**src/rtl/regfile_pkg.sv**
```systemverilog
// rtl/regfile_pkg.sv - shared widths and types for the regfile write arbiter
package regfile_pkg;
   localparam int N_BITS = 16;
   localparam int R_BITS = 3;
   localparam int N_REGS = 2 ** R_BITS;

   typedef struct packed {
      logic [R_BITS-1:0] addr;
      logic [N_BITS-1:0] data;
   } wb_req_t;

   typedef enum logic {
      SRC_ALU = 1'b0,
      SRC_MEM = 1'b1
   } src_e;
endpackage

```
**src/rtl/wb_holding_buffer.sv**
```systemverilog
// rtl/wb_holding_buffer.sv - one-entry writeback holding buffer with age bit
module wb_holding_buffer
   import regfile_pkg::*;
(
   input  logic    clock,
   input  logic    reset,
   input  logic    in_tvalid,
   output logic    in_tready,
   input  wb_req_t in_tdata,
   input  logic    grant,
   input  logic    other_full,
   input  logic    other_grant,
   output logic    full,
   output wb_req_t req,
   output logic    age
);
   logic    full_d, full_q;
   logic    age_d, age_q;
   wb_req_t req_d, req_q;
   logic    accept;

   always_comb begin
      in_tready = !full_q || grant;
      accept    = in_tvalid && in_tready;
      full_d    = full_q;
      req_d     = req_q;
      age_d     = age_q;
      if (accept) begin
         full_d = 1'b1;
         req_d  = in_tdata;
         // The other entry only counts as older if it is still there after this edge.
         age_d  = other_full && !other_grant;
      end else if (grant) begin
         full_d = 1'b0;
         age_d  = 1'b0;
      end else if (other_grant) begin
         age_d  = 1'b0;
      end
   end

   always_ff @(posedge clock or posedge reset) begin
      if (reset) begin
         full_q <= 1'b0;
         age_q  <= 1'b0;
         req_q  <= '0;
      end else begin
         full_q <= full_d;
         age_q  <= age_d;
         req_q  <= req_d;
      end
   end

   assign full = full_q;
   assign req  = req_q;
   assign age  = age_q;
endmodule

```
**src/rtl/regfile_write_arbiter.sv**
```systemverilog
// rtl/regfile_write_arbiter.sv - shares the regfile write port between ALU and load writeback
// Two holding buffers feed an age-ordered arbiter and a registered write stage.
module regfile_write_arbiter
   import regfile_pkg::*;
(
   input  logic              clock,
   input  logic              reset,
   input  logic              alu_valid,
   output logic              alu_ready,
   input  logic [R_BITS-1:0] alu_addr,
   input  logic [N_BITS-1:0] alu_data,
   input  logic              mem_valid,
   output logic              mem_ready,
   input  logic [R_BITS-1:0] mem_addr,
   input  logic [N_BITS-1:0] mem_data,
   output logic              regWrite,
   output logic [R_BITS-1:0] writeAddr3,
   output logic [N_BITS-1:0] writeData3,
   output logic [N_REGS-1:0] pending
);
   wb_req_t           alu_in, mem_in, alu_req, mem_req, win_req;
   logic              alu_full, mem_full, alu_age, mem_age;
   logic              alu_grant, mem_grant, grant_any;
   src_e              grant_src;
   logic              regwrite_d, regwrite_q;
   logic [R_BITS-1:0] waddr_d, waddr_q;
   logic [N_BITS-1:0] wdata_d, wdata_q;

   assign alu_in = {alu_addr, alu_data};
   assign mem_in = {mem_addr, mem_data};

   wb_holding_buffer u_alu_buf (
      .clock       (clock),
      .reset       (reset),
      .in_tvalid   (alu_valid),
      .in_tready   (alu_ready),
      .in_tdata    (alu_in),
      .grant       (alu_grant),
      .other_full  (mem_full),
      .other_grant (mem_grant),
      .full        (alu_full),
      .req         (alu_req),
      .age         (alu_age)
   );

   wb_holding_buffer u_mem_buf (
      .clock       (clock),
      .reset       (reset),
      .in_tvalid   (mem_valid),
      .in_tready   (mem_ready),
      .in_tdata    (mem_in),
      .grant       (mem_grant),
      .other_full  (alu_full),
      .other_grant (alu_grant),
      .full        (mem_full),
      .req         (mem_req),
      .age         (mem_age)
   );

   // Loads win ties: equal age means both arrived together and the load is earlier in program order.
   always_comb begin
      grant_any = alu_full || mem_full;
      grant_src = SRC_MEM;
      if (alu_full && !mem_full) begin
         grant_src = SRC_ALU;
      end else if (alu_full && mem_full && !alu_age && mem_age) begin
         grant_src = SRC_ALU;
      end
      alu_grant = grant_any && (grant_src == SRC_ALU);
      mem_grant = grant_any && (grant_src == SRC_MEM);
      win_req   = (grant_src == SRC_ALU) ? alu_req : mem_req;
   end

   always_comb begin
      regwrite_d = grant_any && (win_req.addr != '0);
      waddr_d    = grant_any ? win_req.addr : waddr_q;
      wdata_d    = grant_any ? win_req.data : wdata_q;
   end

   always_ff @(posedge clock or posedge reset) begin
      if (reset) begin
         regwrite_q <= 1'b0;
         waddr_q    <= '0;
         wdata_q    <= '0;
      end else begin
         regwrite_q <= regwrite_d;
         waddr_q    <= waddr_d;
         wdata_q    <= wdata_d;
      end
   end

   assign regWrite   = regwrite_q;
   assign writeAddr3 = waddr_q;
   assign writeData3 = wdata_q;

   always_comb begin
      pending = '0;
      for (int i = 1; i < N_REGS; i++) begin
         pending[i] = (alu_full && (alu_req.addr == R_BITS'(i)))
                   || (mem_full && (mem_req.addr == R_BITS'(i)))
                   || (regwrite_q && (waddr_q == R_BITS'(i)));
      end
   end
endmodule

```
**config.mk**
```make
export PLATFORM = sky130hd
export DESIGN_NAME = regfile_write_arbiter
export DESIGN_NICKNAME = d
export VERILOG_FILES = /design/src/rtl/regfile_pkg.sv /design/src/rtl/wb_holding_buffer.sv /design/src/rtl/regfile_write_arbiter.sv
export SDC_FILE = /design/constraint.sdc
export NUM_CORES = 1
export LEC_CHECK = 0
export BUFFER_PORTS_ARGS = -buffer_cell sky130_fd_sc_hd__buf_2
export CAP_MARGIN = 40
export CORE_MARGIN = 8
export CORE_UTILIZATION = 45
export CTS_BUF_LIST = sky130_fd_sc_hd__clkbuf_4 sky130_fd_sc_hd__clkbuf_8
export CTS_CLUSTER_DIAMETER = 150
export DETAILED_ROUTE_END_ITERATION = 16
export PLACE_DENSITY = 0.7
export RECOVER_POWER = 50
export SLEW_MARGIN = 5
export SYNTH_ARGS = -nofsm -noshare
export SYNTH_HDL_FRONTEND = slang
export SYNTH_SLANG_ARGS = --single-unit
```
**constraint.sdc**
```tcl
create_clock -name clock -period 2.5 [get_ports clock]
set_clock_uncertainty 0.1 [all_clocks]
set_input_delay 0 -clock clock [delete_from_list [all_inputs] [get_ports clock]]
set_output_delay 0 -clock clock [all_outputs]
set_load 0.005 [all_outputs]
```
# Word-level counts from Yosys, hierarchy flattened
# Index checks and enable logic that the tools add are counted.
[totals] ff_bits=62 in_bits=42 output_inout_bits=30
[op_classes] n_eq_ne=21 mux=11 bitwise=1 reduce_logical=59
[ops] operator="3-bit == test (second input constant)" count=12
[ops] operator="1-bit logical AND" count=32
[ops] operator="19-bit 2-to-1 mux" count=1
[ops] operator="3-bit by 2-bit == test with 1-bit output (second input constant)" count=6
[ops] operator="1-bit logical OR" count=17
[ops] operator="1-bit 2-to-1 mux" count=10
[ops] operator="3-bit by 1-bit == test with 1-bit output (second input constant)" count=3
[ops] operator="3-bit nonzero test" count=3
[ops] operator="1-bit zero test" count=5
[ops] operator="2-bit nonzero test" count=2
[ops] operator="1-bit inverter" count=1

# Depth between registers and ports, before layout
# Gate-level depths: netlist of run 1.
[logic_depth] ltp_word=10 mapped_depth=6

# Cells and area by module
# Synthesis of run 1 repeated with hierarchy kept, for this count alone.
[hier_totals] hier_cells=213 area_unflattened_um2=2917.8
[by_module_without_submodules] module="wb_holding_buffer" instances=2 cells_per_inst=49 area_each_um2=857.1 seq_area_each_um2=525.5
[by_module_without_submodules] module="regfile_write_arbiter" instances=1 cells_per_inst=115 area_each_um2=1203.7 seq_area_each_um2=500.5

# Worst setup path after synthesis of run 1
# OpenSTA, ideal clock, no wires.
[synth_timing] kind="reg2reg" from="register u_alu_buf.age_q (netlist: u_alu_buf.age)" to="register u_mem_buf.req_q (netlist bit u_mem_buf.req[15])" setup_time_ns=0.125 t_arrival_ns=1.340 slack_ns=0.935 stages_incl_launch_ff=6 n_path_buf=1 synth_period_minus_slack_ns=1.565 path_cell_list="dfrtp_1 and2b_4 nand3_4 nand2_4 buf_8 mux2_4"
[synth_between] elab_chain_cells=8
[synth_lines] element="start, declared" line_no="wb_holding_buffer.sv:18" text="logic age_d, age_q;"
[synth_lines] element="start signal, assigned" line_no="wb_holding_buffer.sv:48" text="age_q <= age_d;"
[synth_lines] element="1-bit zero test" line_no="regfile_write_arbiter.sv:66" text="end else if (alu_full && mem_full && !alu_age && mem_age) begin"
[synth_lines] element="1-bit logical AND (2 in a row)" line_no="regfile_write_arbiter.sv:66"
[synth_lines] element="1-bit 2-to-1 mux" line_no="regfile_write_arbiter.sv:66"
[synth_lines] element="1-bit 2-to-1 mux" line_no="regfile_write_arbiter.sv:64" text="if (alu_full && !mem_full) begin"
[synth_lines] element="1-bit logical AND" line_no="regfile_write_arbiter.sv:70" text="mem_grant = grant_any && (grant_src == SRC_MEM);"
[synth_lines] element="1-bit logical OR" line_no="wb_holding_buffer.sv:23" text="in_tready = !full_q || grant;"
[synth_lines] element="named net mem_ready" line_no="regfile_write_arbiter.sv:13" text="output logic mem_ready,"
[synth_lines] element="1-bit logical AND" line_no="wb_holding_buffer.sv:24" text="accept = in_tvalid && in_tready;"
[synth_lines] element="end signal, assigned" line_no="wb_holding_buffer.sv:49" text="req_q <= req_d;"
[synth_lines] element="end, declared" line_no="wb_holding_buffer.sv:19" text="wb_req_t req_d, req_q;"
# The timed path passes the listed nets, and every way through them passes these cells.
# A chain may end at the register's enable or synchronous reset.

# Final worst setup path of run 1
[layout_timing] from="register u_mem_buf.full_q (netlist: u_mem_buf.full)" to="output pending[4]"
[layout_between] elab_chain_cells=3
[layout_lines] element="start, declared" line_no="wb_holding_buffer.sv:17" text="logic full_d, full_q;"
[layout_lines] element="start signal, assigned" line_no="wb_holding_buffer.sv:47" text="full_q <= full_d;"
[layout_lines] element="1-bit logical AND" line_no="regfile_write_arbiter.sv:100" text="|| (mem_full && (mem_req.addr == R_BITS'(i)))"
[layout_lines] element="1-bit logical OR" line_no="regfile_write_arbiter.sv:100"
[layout_lines] element="1-bit logical OR" line_no="regfile_write_arbiter.sv:101" text="|| (regwrite_q && (waddr_q == R_BITS'(i)));"
[layout_lines] element="end, declared" line_no="regfile_write_arbiter.sv:19" text="output logic [N_REGS-1:0] pending"
# No other way between the ends.

==> out/qor.txt, run 1 <==
GRT overflow -> 0
leakage power -> 1.68 nW
Buf/Inv on CP -> 2
reg-to-reg setup timing slack -> 0.60 ns
Peak VDD IR -> 0.444 mV
Critical Path Fanout Max -> 15
final worst path period share -> 0.844
Final Max Slew Viols -> 0
Die Ht -> 95.0 um
Most used DFF post-synth -> dfrtp_1
CP endpoint kind -> output pin
Final nets -> 371
commonest non-fill, non-tap cell in the layout -> dfrtp_1
Synth Area per Inst -> 13.2 um2
global-route wire length before repair -> 11400 um
Worst R2R End -> u_alu_buf.req[4]
power per cell area -> 727 nW/um2
outcome -> completed
Clock transition at path regs -> 0.07 ns
setup ws final -> 0.390 ns
YS warnings -> 0
post-synth cell types -> 37
Post-CTS Hold Fix Bufs -> 41
top cell family by delay on the critical path -> flip-flops
Worst Hold Class -> input port to flop
# port buffers -> 70
Slew HR -> 0.261
Hold EP -> u_mem_buf.req[2]
Avg Vias per Cell -> 5.26
DRT iter0 DRCs -> 112
worst reg-to-reg path cell count -> 3
area delta synth->final -> 35.4%
TritonRoute pass-1 iters -> 4
clock buffer count from CTS -> 9
Antenna Nets Post-Route -> 0
buffer count from post-CTS setup fixing -> 0
vias in the first global route -> 2270
layout cell share with drive strength beyond 1 -> 0.362
Seq/Total Area, Yosys -> 0.553
all-layer global routing usage -> 0.166
#FFs+latches synth -> 62
dpl hpwl -> 4610 um
commonest non-fill, non-tap cells in the layout -> 62 x dfrtp_1, 55 x buf_2, 41 x dlygate4sd3_1
Async S/R FF share, synth -> 1.00
Antenna Cells -> 0
max-cap viol count -> 0
initial cell density of the core -> 0.469
CTS tree -> built
hold path startpoint -> mem_data[2]
Core Rows -> 28
Hold Path Depth -> 3
Mapped Area -> 2810 um2
final setup fails -> 0
routed len/inst -> 16.8 um
crit path cell chain -> buf_4 > nor2b_1 > nand3_1 > o311ai_0 > buf_2
Final TNS setup -> 0 ns
Critical Path AT -> 2.01 ns
root buf cell -> clkbuf_8
crit path launch type -> flop
dpl ws -> 0.617 ns
Clk Latency, worst-skew pair -> 0.34 ns
Worst-Margin Slew -> 1.11 ns
overall routed net length -> 6890 um
H-Tree Depth -> 3
Mapped Cells -> 213
Syn Nets -> 255
r2r startpoint -> u_mem_buf.full
number of antenna violations at the first check in global routing -> 0
core area -> 5990 um2
largest net degree at the start of global routing -> 30
Post-synth EDFFs -> 0
die width -> 95.0 um
Fmax achieved -> 0.474 GHz
CTS Sinks -> 62
slowest cell on the critical path -> dfrtp_1
RSZ-0062 raised after global routing -> no
vias -> 2152
Hold Violations, Final -> 0
Crit path largest cell delay -> 0.73 ns
DRC violation count after routing -> 0
CP required -> 2.40 ns
Final GP Congestion -> 0.935
cells resized by post-CTS repair -> 0
CP Class -> flop to output pin
Clock Tree Buf Depth -> 2
Die ar. -> 9020 um2
Top Ports -> 72
min Tclk post-route -> 2.11 ns
[registers in the layout, indices dropped and copies added, names as in the netlist]
signal          cells
regWrite            1
u_alu_buf.age       1
u_alu_buf.full      1
u_alu_buf.req      19
u_mem_buf.age       1
u_mem_buf.full      1
u_mem_buf.req      19
writeAddr3          3
writeData3         16
[cell usage after synthesis, types with 2 or more instances]
cell	n	share of area
o311ai_0	2	0.0062
buf_6	2	0.0080
nand4_1	2	0.0045
nand2_1	13	0.017
mux2_2	28	0.11
mux2_4	10	0.053
buf_4	2	0.0053
nand2_4	2	0.0080
o22ai_1	3	0.0067
nor2_1	9	0.012
o21a_1	14	0.037
dfrtp_1	62	0.55
o32a_1	14	0.050
mux2i_1	2	0.0071
a31oi_1	3	0.0067
nand4b_1	2	0.0062
nand2b_1	3	0.0067
nand3b_1	3	0.0080
o211ai_1	3	0.0080
nand3_1	4	0.0071
clkbuf_1	3	0.0040
mux2_1	2	0.0080
buf_2	4	0.0071
o221ai_1	3	0.0094
inv_1	4	0.0053
nor2b_1	3	0.0067
[power breakdown]
| group | switching [W] | internal (W) | total (W) |
|---|---|---|---|
| Combinational | 0.000243 | 0.000326 | 0.000569 |
| Clock | 0.000367 | 0.000520 | 0.000888 |
| Sequential | 0.000144 | 0.00116 | 0.00131 |
| Total | 0.000754 | 0.00201 | 0.00276 |
[metal layers]
metal,vias to the layer above,share of wire,GRT usage,routed length (um)
li1,1023,-,-,-
met1,1046,0.45,0.209,3110
met2,76,0.47,0.258,3240
met3,7,0.066,0.0548,453
met4,0,0.012,0.0663,80
met5,-,0,0,0
[how the worst max path moves through the flow]
| stage | from | to | cells past startpoint |
|---|---|---|---|
| detailed placement | u_mem_buf.full | u_alu_buf.req[16] | 3 |
| global placement | u_mem_buf.full | u_alu_buf.req[15] | 3 |
| finish | u_mem_buf.full | pending[4] | 5 |
| global route | reset | u_mem_buf.req[8] | 4 |
| CTS | u_mem_buf.full | pending[4] | 5 |
| floorplan | reset | regWrite | 1 |
[stage by stage]
| stage | instances | total power [W] | instance area (um2) | util | hold slack [ns] |
|---|---|---|---|---|---|
| finish | 409 | 0.00276 | 3800 | 0.635 | 0.316 |
| global route | 409 | 0.00292 | 3800 | 0.635 | 0.307 |
| CTS | 409 | 0.00281 | 3830 | 0.639 | 0.205 |
| detailed placement | 352 | 0.00186 | 3210 | 0.536 | 0.0213 |
| global placement | 352 | 0.00185 | 3210 | 0.536 | 0.0157 |
| floorplan | 213 | 0.00164 | 2810 | - | -0.00300 |
[final cells by class]
cell class | count | area (um2)
fill | 482 | 2190
sequential | 62 | 1550
multi-input combinational | 134 | 1150
timing repair buffer | 117 | 781
clock buffer | 12 | 159
tap | 75 | 93.8
clock inverter | 4 | 45.0
inverter | 5 | 18.8
[worst reg2reg max path: stages, from the launching register on]
cell and delay (ns):
dfrtp_1 0.73, nand3_2 0.24, nand2_4 0.32, mux2_2 0.39
[cell families (layout without fill, tap and decap cells)]
logic type,after synthesis,in the layout,share of synthesized area
simple gates,46,46,0.0940
flops,62,62,0.553
mux,42,42,0.181
compound gates,45,45,0.135
other cells,1,1,0.00134
buf+inv,17,138,0.0365
Note: power is estimated with default switching activity, not from simulation.
==> run 2, diff against run 1 <==
- ABC_AREA: not set -> 1
- PLACE_DENSITY: 0.7 -> 0.69
- clock period: 2.5 -> 2.2 ns (I/O delays scaled with it)
==> out/qor.txt, run 2 <==
CP endpoint kind -> flop (was output pin)
max-cap viol count -> 0 (unchanged)
Antenna Nets Post-Route -> 0 (unchanged)
leakage power -> 2.06 nW (was 1.68 nW)
Final nets -> 515 (was 371)
GRT overflow -> 0 (unchanged)
Post-synth EDFFs -> 0 (unchanged)
Crit path largest cell delay -> 0.46 ns (was 0.73 ns)
TritonRoute pass-1 iters -> 4 (unchanged)
Top Ports -> 72 (unchanged)
Async S/R FF share, synth -> 1.00 (unchanged)
Seq/Total Area, Yosys -> 0.551 (was 0.553)
initial cell density of the core -> 0.454 (was 0.469)
H-Tree Depth -> 3 (unchanged)
dpl hpwl -> 4980 um (was 4610 um)
DRT iter0 DRCs -> 113 (was 112)
power share of the combinational group -> 0.244 (was 0.206)
CP required -> 2.32 ns (was 2.40 ns)
dpl cell area -> 3220 um2 (was 3210 um2)
vias in the first global route -> 2705 (was 2270)
Die Ht -> 95.1 um (was 95.0 um)
overall routed net length -> 7360 um (was 6890 um)
Most used DFF post-synth -> dfrtp_1 (unchanged)
CTS Sinks -> 62 (unchanged)
Core Rows -> 29 (was 28)
crit path cell chain -> nand2_1 > inv_2 > nand2_2 > nand3_2 > nand2_2 > clkinv_4 > nand2_1 > nand2_1 (was buf_4 > nor2b_1 > nand3_1 > o311ai_0 > buf_2)
number of antenna violations at the first check in global routing -> 0 (unchanged)
# port buffers -> 70 (unchanged)
NetSw -> 0.000998 W (was 0.000754 W)
cell area after layout -> 3810 um2 (was 3800 um2)
Peak VDD IR -> 0.422 mV (was 0.444 mV)
reg-to-reg setup timing slack -> 0.33 ns (was 0.60 ns)
Final GP Congestion -> 0.871 (was 0.935)
top cell family by delay on the critical path -> simple AND/OR/NAND/NOR gates (was flip-flops)
Critical Path AT -> 1.99 ns (was 2.01 ns)
Worst Setup SP -> u_alu_buf.full (was u_mem_buf.full)
r2r startpoint -> u_alu_buf.full (was u_mem_buf.full)
Synth Area per Inst -> 7.83 um2 (was 13.2 um2)
Worst-Margin Slew -> 1.09 ns (was 1.11 ns)
Antenna Cells -> 0 (unchanged)
Fmax achieved -> 0.534 GHz
slowest cell on the critical path -> dfrtp_1 (unchanged)
outcome -> completed (unchanged)
layout cell share with drive strength beyond 1 -> 0.178 (was 0.362)
Worst R2R End -> u_alu_buf.req[13] (was u_alu_buf.req[4])
commonest non-fill, non-tap cells in the layout -> 157 x nand2_1, 62 x dfrtp_1, 58 x buf_2 (was 62 x dfrtp_1, 55 x buf_2, 41 x dlygate4sd3_1)
global-route wire length before repair -> 12300 um (was 11400 um)
final setup fails -> 0 (unchanged)
#FFs+latches synth -> 62 (unchanged)
clock power share -> 0.295 (was 0.321)
CTS tree -> built (unchanged)
clock buffer count from CTS -> 9 (unchanged)
Critical Path Fanout Max -> 19 (was 15)
commonest non-fill, non-tap cell in the layout -> nand2_1 (was dfrtp_1)
root buf cell -> clkbuf_8 (unchanged)
post-synth cell types -> 21 (was 37)
vias -> 2647 (was 2152)
Sw Share -> 0.309 (was 0.273)
Setup crit end -> u_alu_buf.req[13] (was pending[4])
Clock Tree Buf Depth -> 2 (unchanged)
Avg Vias per Cell -> 4.78 (was 5.26)
DRC violation count after routing -> 0 (unchanged)
internal power -> 0.00223 W (was 0.00201 W)
Syn Nets -> 402 (was 255)
worst reg-to-reg path cell count -> 8 (was 3)
Mapped Cells -> 360 (was 213)
Sequential Power Share -> 0.461 (was 0.473)
top post-synthesis cells by area -> dfrtp_1 55%, nand2_1 21%, inv_1 4.1% (was dfrtp_1 55%, mux2_2 11%, mux2_4 5.3%)
Final TNS setup -> 0 ns (unchanged)
final worst path period share -> 0.852
Worst Hold Class -> input port to flop (unchanged)
CP Class -> flop to flop (was flop to output pin)
power per cell area -> 846 nW/um2 (was 727 nW/um2)
WP depth -> 8 (was 5)
Die ar. -> 9050 um2 (was 9020 um2)
Most common cell on crit path -> nand2_1
buffer count from post-CTS setup fixing -> 0 (unchanged)
core area -> 6200 um2 (was 5990 um2)
Slew HR -> 0.272 (was 0.261)
RSZ-0062 raised after global routing -> no (unchanged)
Buf/Inv on CP -> 2 (unchanged)
Hold Violations, Final -> 0 (unchanged)
Mapped Area -> 2820 um2 (was 2810 um2)
YS warnings -> 0 (unchanged)
crit path launch type -> flop (unchanged)
routed len/inst -> 13.3 um (was 16.8 um)
die width -> 95.1 um (was 95.0 um)
all-layer global routing usage -> 0.172 (was 0.166)
leading area contributor after synthesis -> dfrtp_1 (unchanged)
Clock transition at path regs -> 0.06 ns (was 0.07 ns)
Pwr Total -> 0.00323 W (was 0.00276 W)
most instantiated library cell after synthesis -> nand2_1 (was dfrtp_1)
min Tclk post-route -> 1.87 ns
Clk Latency, worst-skew pair -> 0.32 ns (was 0.34 ns)
synth cell count leaders -> 157 x nand2_1, 62 x dfrtp_1, 31 x inv_1 (was 62 x dfrtp_1, 28 x mux2_2, 14 x o21a_1, 14 x o32a_1, 13 x nand2_1)
Final Max Slew Viols -> 0 (unchanged)
largest net degree at the start of global routing -> 35 (was 30)
area delta synth->final -> 35.3% (was 35.4%)
post-synth top area share -> 0.551 (was 0.553)
run 2: changes by cell type after synthesis, moves of 14 or more:
| cell | previous run | this run |
|---|---|---|
| inv_1 | 4 | 31 |
| nor2_1 | 9 | 27 |
| mux2_2 | 28 | 0 |
| a21oi_1 | 1 | 16 |
| nand2_1 | 13 | 157 |
| o21ai_0 | 0 | 14 |
| o21a_1 | 14 | 0 |
| nand3_1 | 4 | 21 |
| o32a_1 | 14 | 0 |
run 2: per-layer routing:
metal | track usage | wire (um) | up-vias
met3 | 0.0268 | 340 | 6
li1 | - | - | 1336
met1 | 0.216 | 3320 | 1242
met2 | 0.285 | 3610 | 63
met5 | 0 | 0 | -
met4 | 0.0780 | 89 | 0
run 2: what timing repair did:
action / 4_1_cts / 5_1_grt
hold buffers: 43 / 0
hold endpoints to repair: 67 / 0
resized for setup: 0 / 0
run 2: cell families (layout without fill, tap and decap cells):
logic type / after synthesis / after routing / synth area share
flops: 62 / 62 / 0.551
buf+inv: 49 / 166 / 0.0804
compound gates: 36 / 36 / 0.0679
other cells: 1 / 1 / 0.00133
simple gates: 212 / 212 / 0.300
run 2: power groups by stage:
stage / registers [W] / logic, W / clock network [W]
finish: 0.00149 / 0.000787 / 0.000952
global route: 0.00151 / 0.000901 / 0.00103
CTS: 0.00148 / 0.000820 / 0.000976
detailed placement: 0.00150 / 0.000756 / 0
global placement: 0.00150 / 0.000742 / 0
floorplan: 0.00149 / 0.000459 / 0
run 2: area by class of cell:
cell class              instances  area (um2)
flip-flops and latches         62        1550
clock buffers                  15         194
fillers                       545        2390
well taps                      77        96.3
inverters                      33         129
repair buffers                118         803
multi-input cells             249        1040
run 2: worst min-delay path by stage:
stage                start          endpoint  slack, ns  cells past startpoint
3_3_place_gp         reset  u_alu_buf.req[7]       0.02                      2
3_5_place_dp         reset  u_alu_buf.req[2]       0.02                      2
6_report         mem_valid    u_mem_buf.full       0.09                      4
2_1_floorplan  alu_data[0]  u_alu_buf.req[0]       0.01                      2
5_1_grt          mem_valid    u_mem_buf.full       0.12                      4
4_1_cts          mem_valid    u_mem_buf.full       0.06                      4
run 2: per-stage QoR:
step	hold WS, ns	setup WS [ns]	util	std cells
floorplan	0.00962	0.559	-	360
global placement	0.0168	0.390	0.518	496
global route	0.117	0.143	0.615	554
detailed placement	0.0250	0.345	0.518	496
finish	0.0894	0.327	0.615	554
CTS	0.0584	0.332	0.619	554
run 2: worst reg2reg max path: stages (launching register included):
cell and delay [ns]:
dfrtp_1 0.46, nand2_1 0.11, inv_2 0.04, nand2_2 0.20, nand3_2 0.18, nand2_2 0.27, clkinv_4 0.22, nand2_1 0.13
nand2_1 0.05
